`src/rtl/multi_zone_motion_timer.sv`:
```
// rtl/multi_zone_motion_timer.sv - per-zone PIR conditioning and retriggerable hold timers
//
// Purpose: conditions CHANNELS raw motion inputs (2-flop sync + optional
// debounce) and runs an independent IDLE/ACTIVE/HOLD timer per channel,
// counting the hold in whole seconds off a shared 1 s prescaler.
//
// Optional feature macro: MZMT_DEBOUNCE_EN (defined = debounce filter present,
// undefined = filt follows the synchronizer output directly).
//
// Ports:
//   clk           in   system clock
//   reset         in   asynchronous, active-high reset
//   motion        in   [CHANNELS] raw sensor levels (asynchronous)
//   chan_en       in   [CHANNELS] per-channel enable, 0 forces IDLE
//   hold_sec      in   [HOLD_W] hold time after motion ends, seconds
//   active        out  [CHANNELS] channel in ACTIVE or HOLD
//   any_active    out  registered OR of active (one cycle behind)
//   start_pulse   out  [CHANNELS] one-cycle strobe on IDLE->ACTIVE
//   expire_pulse  out  [CHANNELS] one-cycle strobe on timeout to IDLE

module multi_zone_motion_timer #(
  parameter int CHANNELS        = 4,
  parameter int CLK_FREQ        = 50_000_000,
  parameter int HOLD_W          = 8,
  parameter int DEBOUNCE_CYCLES = 50_000
) (
  input  logic                clk,
  input  logic                reset,
  input  logic [CHANNELS-1:0] motion,
  input  logic [CHANNELS-1:0] chan_en,
  input  logic [HOLD_W-1:0]   hold_sec,
  output logic [CHANNELS-1:0] active,
  output logic                any_active,
  output logic [CHANNELS-1:0] start_pulse,
  output logic [CHANNELS-1:0] expire_pulse
);

  typedef enum logic [1:0] {S_IDLE, S_ACTIVE, S_HOLD} state_t;

  localparam int PW = (CLK_FREQ > 1) ? $clog2(CLK_FREQ) : 1;

  // Two-flop synchronizer
  logic [CHANNELS-1:0] sync1_q, sync1_d, sync2_q, sync2_d;
  logic [CHANNELS-1:0] filt;

  always_comb begin
    sync1_d = motion;
    sync2_d = sync1_q;
  end

  always_ff @(posedge clk or posedge reset) begin
    if (reset) begin
      sync1_q <= '0;
      sync2_q <= '0;
    end else begin
      sync1_q <= sync1_d;
      sync2_q <= sync2_d;
    end
  end

`ifdef MZMT_DEBOUNCE_EN
  localparam int DW = $clog2(DEBOUNCE_CYCLES + 1);

  logic [CHANNELS-1:0] filt_q, filt_d;
  logic [DW-1:0]       deb_cnt_q [CHANNELS];
  logic [DW-1:0]       deb_cnt_d [CHANNELS];

  // The counter only runs while sync disagrees with filt; the accepting
  // cycle is the DEBOUNCE_CYCLES-th consecutive disagreeing cycle.
  always_comb begin
    filt_d = filt_q;
    for (int i = 0; i < CHANNELS; i++) begin
      deb_cnt_d[i] = '0;
      if (sync2_q[i] != filt_q[i]) begin
        if (deb_cnt_q[i] == DW'(DEBOUNCE_CYCLES - 1)) begin
          filt_d[i] = sync2_q[i];
        end else begin
          deb_cnt_d[i] = deb_cnt_q[i] + DW'(1);
        end
      end
    end
  end

  always_ff @(posedge clk or posedge reset) begin
    if (reset) begin
      filt_q <= '0;
      for (int i = 0; i < CHANNELS; i++) deb_cnt_q[i] <= '0;
    end else begin
      filt_q <= filt_d;
      for (int i = 0; i < CHANNELS; i++) deb_cnt_q[i] <= deb_cnt_d[i];
    end
  end

  assign filt = filt_q;
`else
  assign filt = sync2_q;
`endif

  // Shared free-running 1 s prescaler; all channels see the same tick phase,
  // which is why a hold can be up to one second short.
  logic [PW-1:0] pre_q, pre_d;
  logic          tick;

  assign tick = (pre_q == PW'(CLK_FREQ - 1));

  always_comb begin
    pre_d = tick ? '0 : pre_q + PW'(1);
  end

  // Per-channel FSMs; strobes and active are registered with the state
  state_t              state_q    [CHANNELS];
  state_t              state_d    [CHANNELS];
  logic [HOLD_W-1:0]   hold_cnt_q [CHANNELS];
  logic [HOLD_W-1:0]   hold_cnt_d [CHANNELS];
  logic [CHANNELS-1:0] active_q, active_d;
  logic [CHANNELS-1:0] start_q, start_d;
  logic [CHANNELS-1:0] expire_q, expire_d;
  logic                any_active_q, any_active_d;

  always_comb begin
    active_d     = '0;
    start_d      = '0;
    expire_d     = '0;
    any_active_d = |active_q;
    for (int i = 0; i < CHANNELS; i++) begin
      state_d[i]    = state_q[i];
      hold_cnt_d[i] = hold_cnt_q[i];
      if (!chan_en[i]) begin
        state_d[i] = S_IDLE;
      end else begin
        case (state_q[i])
          S_IDLE: begin
            if (filt[i]) begin
              state_d[i] = S_ACTIVE;
              start_d[i] = 1'b1;
            end
          end
          S_ACTIVE: begin
            if (!filt[i]) begin
              if (hold_sec == '0) begin
                state_d[i]  = S_IDLE;
                expire_d[i] = 1'b1;
              end else begin
                // hold_sec is captured here only; a tick this cycle is ignored
                state_d[i]    = S_HOLD;
                hold_cnt_d[i] = hold_sec;
              end
            end
          end
          S_HOLD: begin
            // Retrigger has priority over an expiring tick
            if (filt[i]) begin
              state_d[i] = S_ACTIVE;
            end else if (tick) begin
              if (hold_cnt_q[i] == HOLD_W'(1)) begin
                state_d[i]  = S_IDLE;
                expire_d[i] = 1'b1;
              end else begin
                hold_cnt_d[i] = hold_cnt_q[i] - HOLD_W'(1);
              end
            end
          end
          default: state_d[i] = S_IDLE;
        endcase
      end
      active_d[i] = (state_d[i] != S_IDLE);
    end
  end

  always_ff @(posedge clk or posedge reset) begin
    if (reset) begin
      pre_q        <= '0;
      active_q     <= '0;
      start_q      <= '0;
      expire_q     <= '0;
      any_active_q <= 1'b0;
      for (int i = 0; i < CHANNELS; i++) begin
        state_q[i]    <= S_IDLE;
        hold_cnt_q[i] <= '0;
      end
    end else begin
      pre_q        <= pre_d;
      active_q     <= active_d;
      start_q      <= start_d;
      expire_q     <= expire_d;
      any_active_q <= any_active_d;
      for (int i = 0; i < CHANNELS; i++) begin
        state_q[i]    <= state_d[i];
        hold_cnt_q[i] <= hold_cnt_d[i];
      end
    end
  end

  assign active       = active_q;
  assign any_active   = any_active_q;
  assign start_pulse  = start_q;
  assign expire_pulse = expire_q;

endmodule

```
`config.mk`:
```
export PLATFORM = sky130hd
export DESIGN_NAME = multi_zone_motion_timer
export DESIGN_NICKNAME = d
export VERILOG_FILES = /design/src/rtl/multi_zone_motion_timer.sv
export SDC_FILE = /design/constraint.sdc
export NUM_CORES = 1
export LEC_CHECK = 0
export CAP_MARGIN = 40
export CORE_MARGIN = 3
export CORE_UTILIZATION = 60
export CTS_CLUSTER_SIZE = 28
export DETAILED_ROUTE_END_ITERATION = 7
export HOLD_SLACK_MARGIN = 0.05
export PLACE_DENSITY = 0.85
export SYNTH_ARGS = -nofsm -noshare
export SYNTH_HDL_FRONTEND = slang
export SYNTH_SLANG_ARGS = --single-unit
```
`constraint.sdc`:
```
create_clock -name clk -period 4 [get_ports clk]
set_clock_uncertainty 0.1 [all_clocks]
set_input_delay 1 -clock clk [delete_from_list [all_inputs] [get_ports clk]]
set_output_delay 1 -clock clk [all_outputs]
set_load 0.01 [all_outputs]
```
==> flow_metrics.tcl, run 1 <==
set metrics [dict create \
    crit_family "simple AND/OR/NAND/NOR gates" \
    crit_fanout 6 \
    fmax_ghz 0.315 \
    numCtsBuffers 9 \
    dp_slack_ns 0.464 \
    synth_common_cells "87 x dfrtp_1, 61 x nor2_1, 40 x nand2_1" \
    io-pin-count 31 \
    dp_hpwl_um 9580 \
    ys_seq_area_frac 0.413 \
    area_growth_pct 12.7 \
    grt_pass1_wl_um 22300 \
    slew_violations 0 \
    die_w_um 99.7 \
    critPathArrivalTime_ns 3.32 \
    synth_top_area_share 0.413 \
    cts_tree "yes" \
    avgSynthCellArea_um2 9.14 \
    htree_levels 3 \
    drv_cap 0 \
    worst-slew-pin-transition_ns 0.858 \
    leakagePower_nw 2.52 \
    grt_overflow 0 \
    setup_viol 0 \
    synth_area_um2 5270 \
    tns_ns 0 \
    ys_ff_latch 87 \
    startpoint_type "primary input" \
    ant_nets 0 \
    rows 33 \
    layout-drive-gt1-share 0.0668 \
    crit_buf_inv 2 \
    peakVddDrop_mv 0.241 \
    cts_setup_buffers 0 \
    comb_power_share 0.333 \
    placement.io_buffers 30 \
    critPathSlowestCell "or4_1" \
    drtIter0Drc 528 \
    yosysUniqueCellTypes 66 \
    diodes 0 \
    vias_per_cell 6.58 \
    finalHoldViolations 0 \
    power.density_nw_per_um2 506 \
    synth_top_flop_cell "dfrtp_1" \
    switching_share 0.375 \
    worstPathRequired_ns 4.15 \
    ys_async_sr_fraction 1.00 \
    grt_usage 0.279 \
    antenna_found_initial 0 \
    drc 0 \
    p_total_mw 3.01 \
    path_clk_slew_ns 0.09 \
    grt_max_degree 88 \
    core_um2 8380 \
    netlist_instances 577 \
    synth_edf_count 0 \
    yosysMostFrequentCell "dfrtp_1" \
    drt-pass1-iter-count 6 \
    yosysTopAreaCell "dfrtp_1" \
    period_needed_ns 3.17 \
    pwr-share-clk 0.239 \
    clock-sinks 87 \
    crit_chain "clkdlybuf4s50_1, or4_1, nor2_1, nor4_1, buf_1, and2_1, a211o_1" \
    p_sw_mw 1.13 \
    start_util 0.629 \
    worstSetupPathType "in -> reg" \
    grt_pass1_vias 4546 \
    nNetsFinal 652 \
    cell_internal_pwr_mw 1.88 \
    clk_path_buf_depth 2 \
    wl_per_cell_um 18.7 \
    hp-class "reg -> reg" \
    min_period_over_period 0.793 \
    worst_slack_ns 0.827 \
    die_area_um2 9950 \
    critical_path.max_stage_delay_ns 0.63 \
    die_y_um 99.7 \
    synth_warnings 0 \
    cts-root-buf "clkbuf_8" \
    ctsResizeCount 0 \
    p_seq_frac 0.428 \
    drt-total-wl_um 13400 \
    outcome "completed" \
    relSlewSlack 0.423 \
    synth_top_cells_by_area "dfrtp_1 41%, ha_1 5.9%, nor2_1 4.3%" \
    place.gp.congestion 1.02 \
    clk_latency_ns 0.37 \
    syn-num-nets 620 \
    end_kind "flop" \
    rsz0062_at_grt "no" \
    fillers 636 \
    cts-hold-fix-buffers 0 \
    num_vias 4728 \
]
==> cell families after synthesis <==
| group | count (synthesis) | synth area share |
|---|---|---|
| AND/OR/NAND/NOR | 270 | 0.285 |
| AO/OA/AOI/OAI | 117 | 0.159 |
| flip-flops | 87 | 0.413 |
| buffers and inverters | 50 | 0.0361 |
| adder cells (fa/ha/maj) | 25 | 0.0593 |
| XOR/XNOR | 21 | 0.0349 |
| multiplexers | 7 | 0.0133 |
==> through the flow <==
| step | instance area, um^2 | instances | utilization | hold WS, ns |
|---|---|---|---|---|
| finish | 5940 | 719 | 0.709 | 0.254 |
| global route | 5940 | 719 | 0.709 | 0.263 |
| CTS | 5940 | 719 | 0.709 | 0.257 |
| detailed placement | 5710 | 703 | 0.681 | 0.235 |
| global placement | 5700 | 701 | 0.680 | 0.233 |
| floorplan | 5270 | 577 | - | 0.231 |
==> worst register-to-register path, cell delays in order (launching register included) <==
cell      delay (ns)
dfrtp_1         0.47
or4b_4          0.55
or4_1           0.77
nor3_2          0.44
nor4bb_1        0.27
o22ai_1         0.13
==> routing by layer <==
layer | global-route usage | up-vias | part of all wire
li1 | - | 2215 | -
met4 | 0.105 | 0 | 0.026
met1 | 0.359 | 2239 | 0.42
met2 | 0.463 | 235 | 0.49
met3 | 0.0561 | 39 | 0.067
met5 | 0 | - | 0
==> cell usage in the layout, fill, tap and decap left out, drive strengths merged, types with 6 or more instances in the layout <==
cell           count
dfrtp             87
nor2              63
nand2             40
inv               33
clkdlybuf4s50     30
nor3              29
ha                25
nand3             21
a21oi             20
nor4              19
nand4             17
and3              16
o22ai             12
a211oi            12
o21ai             12
xor2              11
xnor2             10
clkbuf            10
nand2b             9
or4                9
and4               8
buf                8
nor2b              7
a31oi              7
mux2i              7
and2               7
nor4b              7
o31ai              6
==> path summary, 6_finish.rpt <==
kind	start	endpoint	slack (ns)	cells after the start
min in group asynchronous	reset	start_pulse[1]	0.93	3
worst max-delay path	hold_sec[2]	hold_cnt_q[14]	0.83	7
worst min register to register	sync1_q[3]	filt[3]	0.25	0
worst min-delay path	sync1_q[3]	filt[3]	0.25	0
max in group asynchronous	reset	pre_q[13]	2.47	3
worst max register to register	pre_q[18]	hold_cnt_q[28]	1.14	5
==> layout make-up <==
type,instances,area [um^2],area share
multi-input combinational,440,2910,0.489
tap,105,131,0.0221
timing repair buffer,38,367,0.0617
sequential,87,2180,0.366
clock buffer,10,138,0.0232
inverter,33,125,0.0211
clock inverter,6,100,0.0168
==> flip-flops by register name (all words and copies together), names as in the netlist <==
register and cells:
filt 4, hold_cnt_q 32, expire_pulse 4, sync1_q 4
start_pulse 4, any_active 1, pre_q 26, active 4
state_q 8
==> power by group through the flow <==
stage | clock network [mW] | logic (mW) | registers (mW)
2_1_floorplan | 0 | 0.720 | 1.24
3_3_place_gp | 0 | 0.947 | 1.28
3_5_place_dp | 0 | 0.982 | 1.29
4_1_cts | 0.732 | 0.990 | 1.28
5_1_grt | 0.772 | 1.12 | 1.31
6_report | 0.719 | 1.00 | 1.29
Note: power is estimated with default switching activity, not from simulation.
==> inputs of run 2 (changes only) <==
Clock period 4 ns to 3 ns, I/O delays scaled along.
==> flow_metrics.tcl, run 2 (same netlist as run 1, synthesis figures left out) <==
set metrics [dict create \
    outcome "completed" \
    setup_viol 0 \
    num_vias 4891 \
    grt_pass1_vias 4737 \
    die_area_um2 9950 \
    area_growth_pct 18.3 \
    path_depth 5 \
    top_regs "hold_cnt_q: 32 flops, pre_q: 26 flops, state_q: 8 flops" \
    crit_buf_inv 0 \
    drc 0 \
    clk_path_buf_depth 2 \
    reg2reg_depth 5 \
    timing.rr.start "pre_q[9]" \
    power.density_nw_per_um2 653 \
    vias_per_cell 6.46 \
    worstPathRequired_ns 3.15 \
    relSlewSlack 0.389 \
    htree_levels 3 \
    cell_internal_pwr_mw 2.53 \
    drt-pass1-iter-count 5 \
    post-route-util 0.744 \
    cts-root-buf "clkbuf_8" \
    drtIter0Drc 438 \
    startpoint_type "flop" \
    cts_setup_buffers 0 \
    hold_ws_ns 0.254 \
    crit_chain "or4b_4, or4_1, nor3_2, nor4bb_1, o22ai_1" \
    io-pin-count 31 \
    startpoint "pre_q[9]" \
    period_needed_ns 2.82 \
    layout_common_cells "87 x dfrtp_1, 61 x nor2_1, 44 x buf_4" \
    place_area_um2 6010 \
    clock-sinks 87 \
    diodes 0 \
    crit_family "simple AND/OR/NAND/NOR gates" \
    grt_overflow 0 \
    path_clk_slew_ns 0.09 \
    numCtsBuffers 9 \
    rsz0062_at_grt "no" \
    peakVddDrop_mv 0.387 \
    ant_nets 0 \
    regToRegSetupSlack_ns 0.18 \
    cts_tree "yes" \
    die_y_um 99.7 \
    worst_slack_ns 0.183 \
    p_seq_frac 0.422 \
    drv_cap 0 \
    dp_slack_ns -0.0938 \
    fmax_ghz 0.355 \
    core_um2 8380 \
    rows 33 \
    pwr-share-clk 0.231 \
    wl_per_cell_um 19.3 \
    end_kind "flop" \
    worstSetupPathType "reg -> reg" \
    largest_reg_flops 32 \
    fin_area_um2 6240 \
    layout-drive-gt1-share 0.121 \
    grt_usage 0.301 \
    placement.io_buffers 30 \
    cts-hold-fix-buffers 0 \
    critical_path.max_stage_delay_ns 0.77 \
    place.gp.congestion 1.01 \
    crit_path_end "hold_cnt_q[28]" \
    ctsResizeCount 0 \
    worst-slew-pin-transition_ns 0.909 \
    critPathSlowestCell "or4_1" \
    final_common_cell "dfrtp_1" \
    fillers 603 \
    hp-class "reg -> reg" \
    crit_fanout 9 \
    start_util 0.629 \
    comb_power_share 0.347 \
    clk_latency_ns 0.37 \
    grt_pass1_wl_um 23700 \
    antenna_found_initial 0 \
    die_w_um 99.7 \
    critPathArrivalTime_ns 2.96 \
    drt-total-wl_um 14600 \
    switching_share 0.379 \
    p_sw_mw 1.54 \
    slew_violations 0 \
    r2r_end "hold_cnt_q[28]" \
    leakagePower_nw 2.70 \
    nNetsFinal 690 \
    grt_max_degree 53 \
    dp_hpwl_um 10800 \
    largest-register "hold_cnt_q" \
    min_period_over_period 0.939 \
    tns_ns 0 \
    finalHoldViolations 0 \
]
-- run 2: cell count changes in the layout (fill, tap and decap cells not counted), sizes merged --
cell      change
clkinvlp      +1
inv           +1
buf          +38
clkinv        -2
-- run 2: area by class of cell --
class	count	area [um^2]	share of cell area
Multi-Input combinational cell	440	2910	0.466
Sequential cell	87	2180	0.349
Timing Repair Buffer	76	671	0.108
Tap cell	105	131	0.0211
Clock buffer	10	128	0.0205
Inverter	33	128	0.0205
Clock inverter	6	97.6	0.0156
-- run 2: power groups by stage --
stage	registers, mW	clock network [mW]	logic (mW)
6_report	1.72	0.940	1.41
5_1_grt	1.75	0.987	1.57
4_1_cts	1.71	0.954	1.39
3_5_place_dp	1.73	0	1.39
3_3_place_gp	1.71	0	1.34
2_1_floorplan	1.66	0	0.961
-- run 2: metrics by stage --
step                      cells  power (mW)
after floorplan             577        2.62
after global placement      741        3.06
after detailed placement    741        3.11
after CTS                   757        4.06
after global routing        757        4.31
final                       757        4.07
-- run 2: worst min-delay path by stage --
stage / startpoint / end / slack (ns) / cells past startpoint
2_1_floorplan: sync1_q[0] / filt[0] / 0.23 / 0
3_3_place_gp: sync1_q[3] / filt[3] / 0.23 / 0
3_5_place_dp: sync1_q[1] / filt[1] / 0.23 / 0
4_1_cts: sync1_q[1] / filt[1] / 0.26 / 0
5_1_grt: sync1_q[1] / filt[1] / 0.28 / 0
6_report: sync1_q[1] / filt[1] / 0.25 / 0
-- run 2: metal layers --
layer,vias up,part of all wire,global-route usage
met4,0,0.018,0.0840
met3,35,0.074,0.0589
met5,-,0,0
met2,223,0.48,0.501
li1,2295,-,-
met1,2338,0.43,0.402
-- run 2: worst register-to-register path: stages, from the launching register on --
cell and delay (ns):
dfrtp_1 0.44, or4b_4 0.56, or4_1 0.77, nor3_2 0.45
nor4bb_1 0.26, o22ai_1 0.12
==> inputs of run 3 (changes only) <==
Settings changed: PLACE_DENSITY 0.85 to 0.92, SLEW_MARGIN from default to 20.
Clock period 3 ns to 2.7 ns, I/O delays scaled along.
==> flow_metrics.tcl, run 3 (same netlist as run 1, synthesis figures left out) <==
set metrics [dict create \
    outcome "completed" \
    worst-slew-pin-transition_ns 0.735 \
    pwr-share-clk 0.222 \
    path_clk_slew_ns 0.10 \
    nNetsFinal 710 \
    layout-drive-gt1-share 0.153 \
    placement.io_buffers 30 \
    finalHoldViolations 0 \
    cts-hold-fix-buffers 0 \
    area_growth_pct 21.4 \
    final_common_cell "dfrtp_1" \
    startpoint_type "primary input" \
    clock-sinks 87 \
    regToRegSetupSlack_ns 0.10 \
    vias_per_cell 6.53 \
    switching_share 0.391 \
    die_y_um 99.7 \
    largest_reg_flops 32 \
    fin_area_um2 6400 \
    grt_usage 0.308 \
    drc 0 \
    diodes 0 \
    cts-root-buf "clkbuf_8" \
    reg2reg_depth 6 \
    timing.rr.start "pre_q[9]" \
    layout_common_cells "87 x dfrtp_1, 64 x buf_4, 61 x nor2_1" \
    cts_tree "yes" \
    stdcell_count 777 \
    grt_overflow 0 \
    setup_viol 0 \
    power.density_nw_per_um2 701 \
    grt_max_degree 88 \
    drtIter0Drc 423 \
    end_kind "flop" \
    worstSetupPathType "in -> reg" \
    htree_levels 3 \
    die_w_um 99.7 \
    crit_fanout 4 \
    relSlewSlack 0.506 \
    hold_ws_ns 0.264 \
    ant_nets 0 \
    min_period_over_period 0.972 \
    place_inst 760 \
    rows 33 \
    min_path_cells 0 \
    comb_power_share 0.354 \
    numCtsBuffers 9 \
    p_total_mw 4.49 \
    drt-pass1-iter-count 5 \
    place.gp.congestion 0.976 \
    drt-total-wl_um 15100 \
    num_vias 5071 \
    p_sw_mw 1.75 \
    worst_slack_ns 0.0750 \
    io-pin-count 31 \
    hold_start "sync1_q[1]" \
    place_area_um2 6150 \
    core_um2 8380 \
    start_util 0.629 \
    drv_cap 0 \
    leakagePower_nw 2.79 \
    largest-register "hold_cnt_q" \
    peakVddDrop_mv 0.438 \
    antenna_found_initial 0 \
    worstPathRequired_ns 2.85 \
    clk_path_buf_depth 2 \
    tns_ns 0 \
    dp_hpwl_um 10900 \
    top_regs "hold_cnt_q: 32 flops, pre_q: 26 flops, state_q: 8 flops" \
    grt_pass1_vias 4986 \
    clk_latency_ns 0.38 \
    post-route-util 0.763 \
    die_area_um2 9950 \
    critPathArrivalTime_ns 2.78 \
    fmax_ghz 0.381 \
    hp-class "reg -> reg" \
    p_seq_frac 0.425 \
    dp_slack_ns -0.301 \
    cell_internal_pwr_mw 2.73 \
    period_needed_ns 2.62 \
    r2r_end "hold_cnt_q[13]" \
    whs_endpoint "filt[1]" \
    slew_violations 0 \
    wl_per_cell_um 19.4 \
    rsz0062_at_grt "no" \
    grt_pass1_wl_um 24600 \
]
## run 3: metal layers
layer | global-route usage | up-vias | share of wire | wire length, um
met1 | 0.409 | 2423 | 0.42 | 6320
met2 | 0.490 | 263 | 0.47 | 7020
met4 | 0.128 | 0 | 0.041 | 619
li1 | - | 2327 | - | -
met3 | 0.0638 | 58 | 0.073 | 1090
met5 | 0 | - | 0 | 0
## run 3: worst max-delay path, stage by stage
cell and delay, ns:
clkdlybuf4s50_1 0.55, or4_1 0.62, buf_4 0.17, o2111ai_1 0.19, buf_4 0.18, buf_12 0.11
nor2_1 0.03, a311oi_1 0.26
## run 3: worst max path at each step
stage / start / end / slack (ns) / cells after the start
5_1_grt: pre_q[9] / hold_cnt_q[13] / 0.00004 / 7
2_1_floorplan: hold_sec[6] / hold_cnt_q[5] / 0.06 / 5
3_3_place_gp: hold_sec[0] / hold_cnt_q[3] / -0.24 / 8
4_1_cts: pre_q[9] / hold_cnt_q[13] / 0.06 / 6
6_report: hold_sec[5] / hold_cnt_q[13] / 0.08 / 8
3_5_place_dp: hold_sec[0] / hold_cnt_q[3] / -0.30 / 8
## run 3: area by class of cell
type,count,area [um^2]
Fill cell,586,1980
Sequential cell,87,2180
Inverter,33,128
Clock inverter,7,87.6
Timing Repair Buffer,96,821
Multi-Input combinational cell,440,2930
Tap cell,105,131
Clock buffer,9,124
## run 3: power by group through the flow
stage	combinational, mW	clock, mW	sequential [mW]
5_1_grt	1.77	1.05	1.94
2_1_floorplan	1.07	0	1.84
4_1_cts	1.56	1.01	1.89
6_report	1.59	0.995	1.91
3_5_place_dp	1.54	0	1.91
3_3_place_gp	1.48	0	1.89
## run 3: timing repair
item                                    CTS  global route
gates resized for setup                   0             4
setup buffers                             0             1
endpoints found under the setup margin    0            14
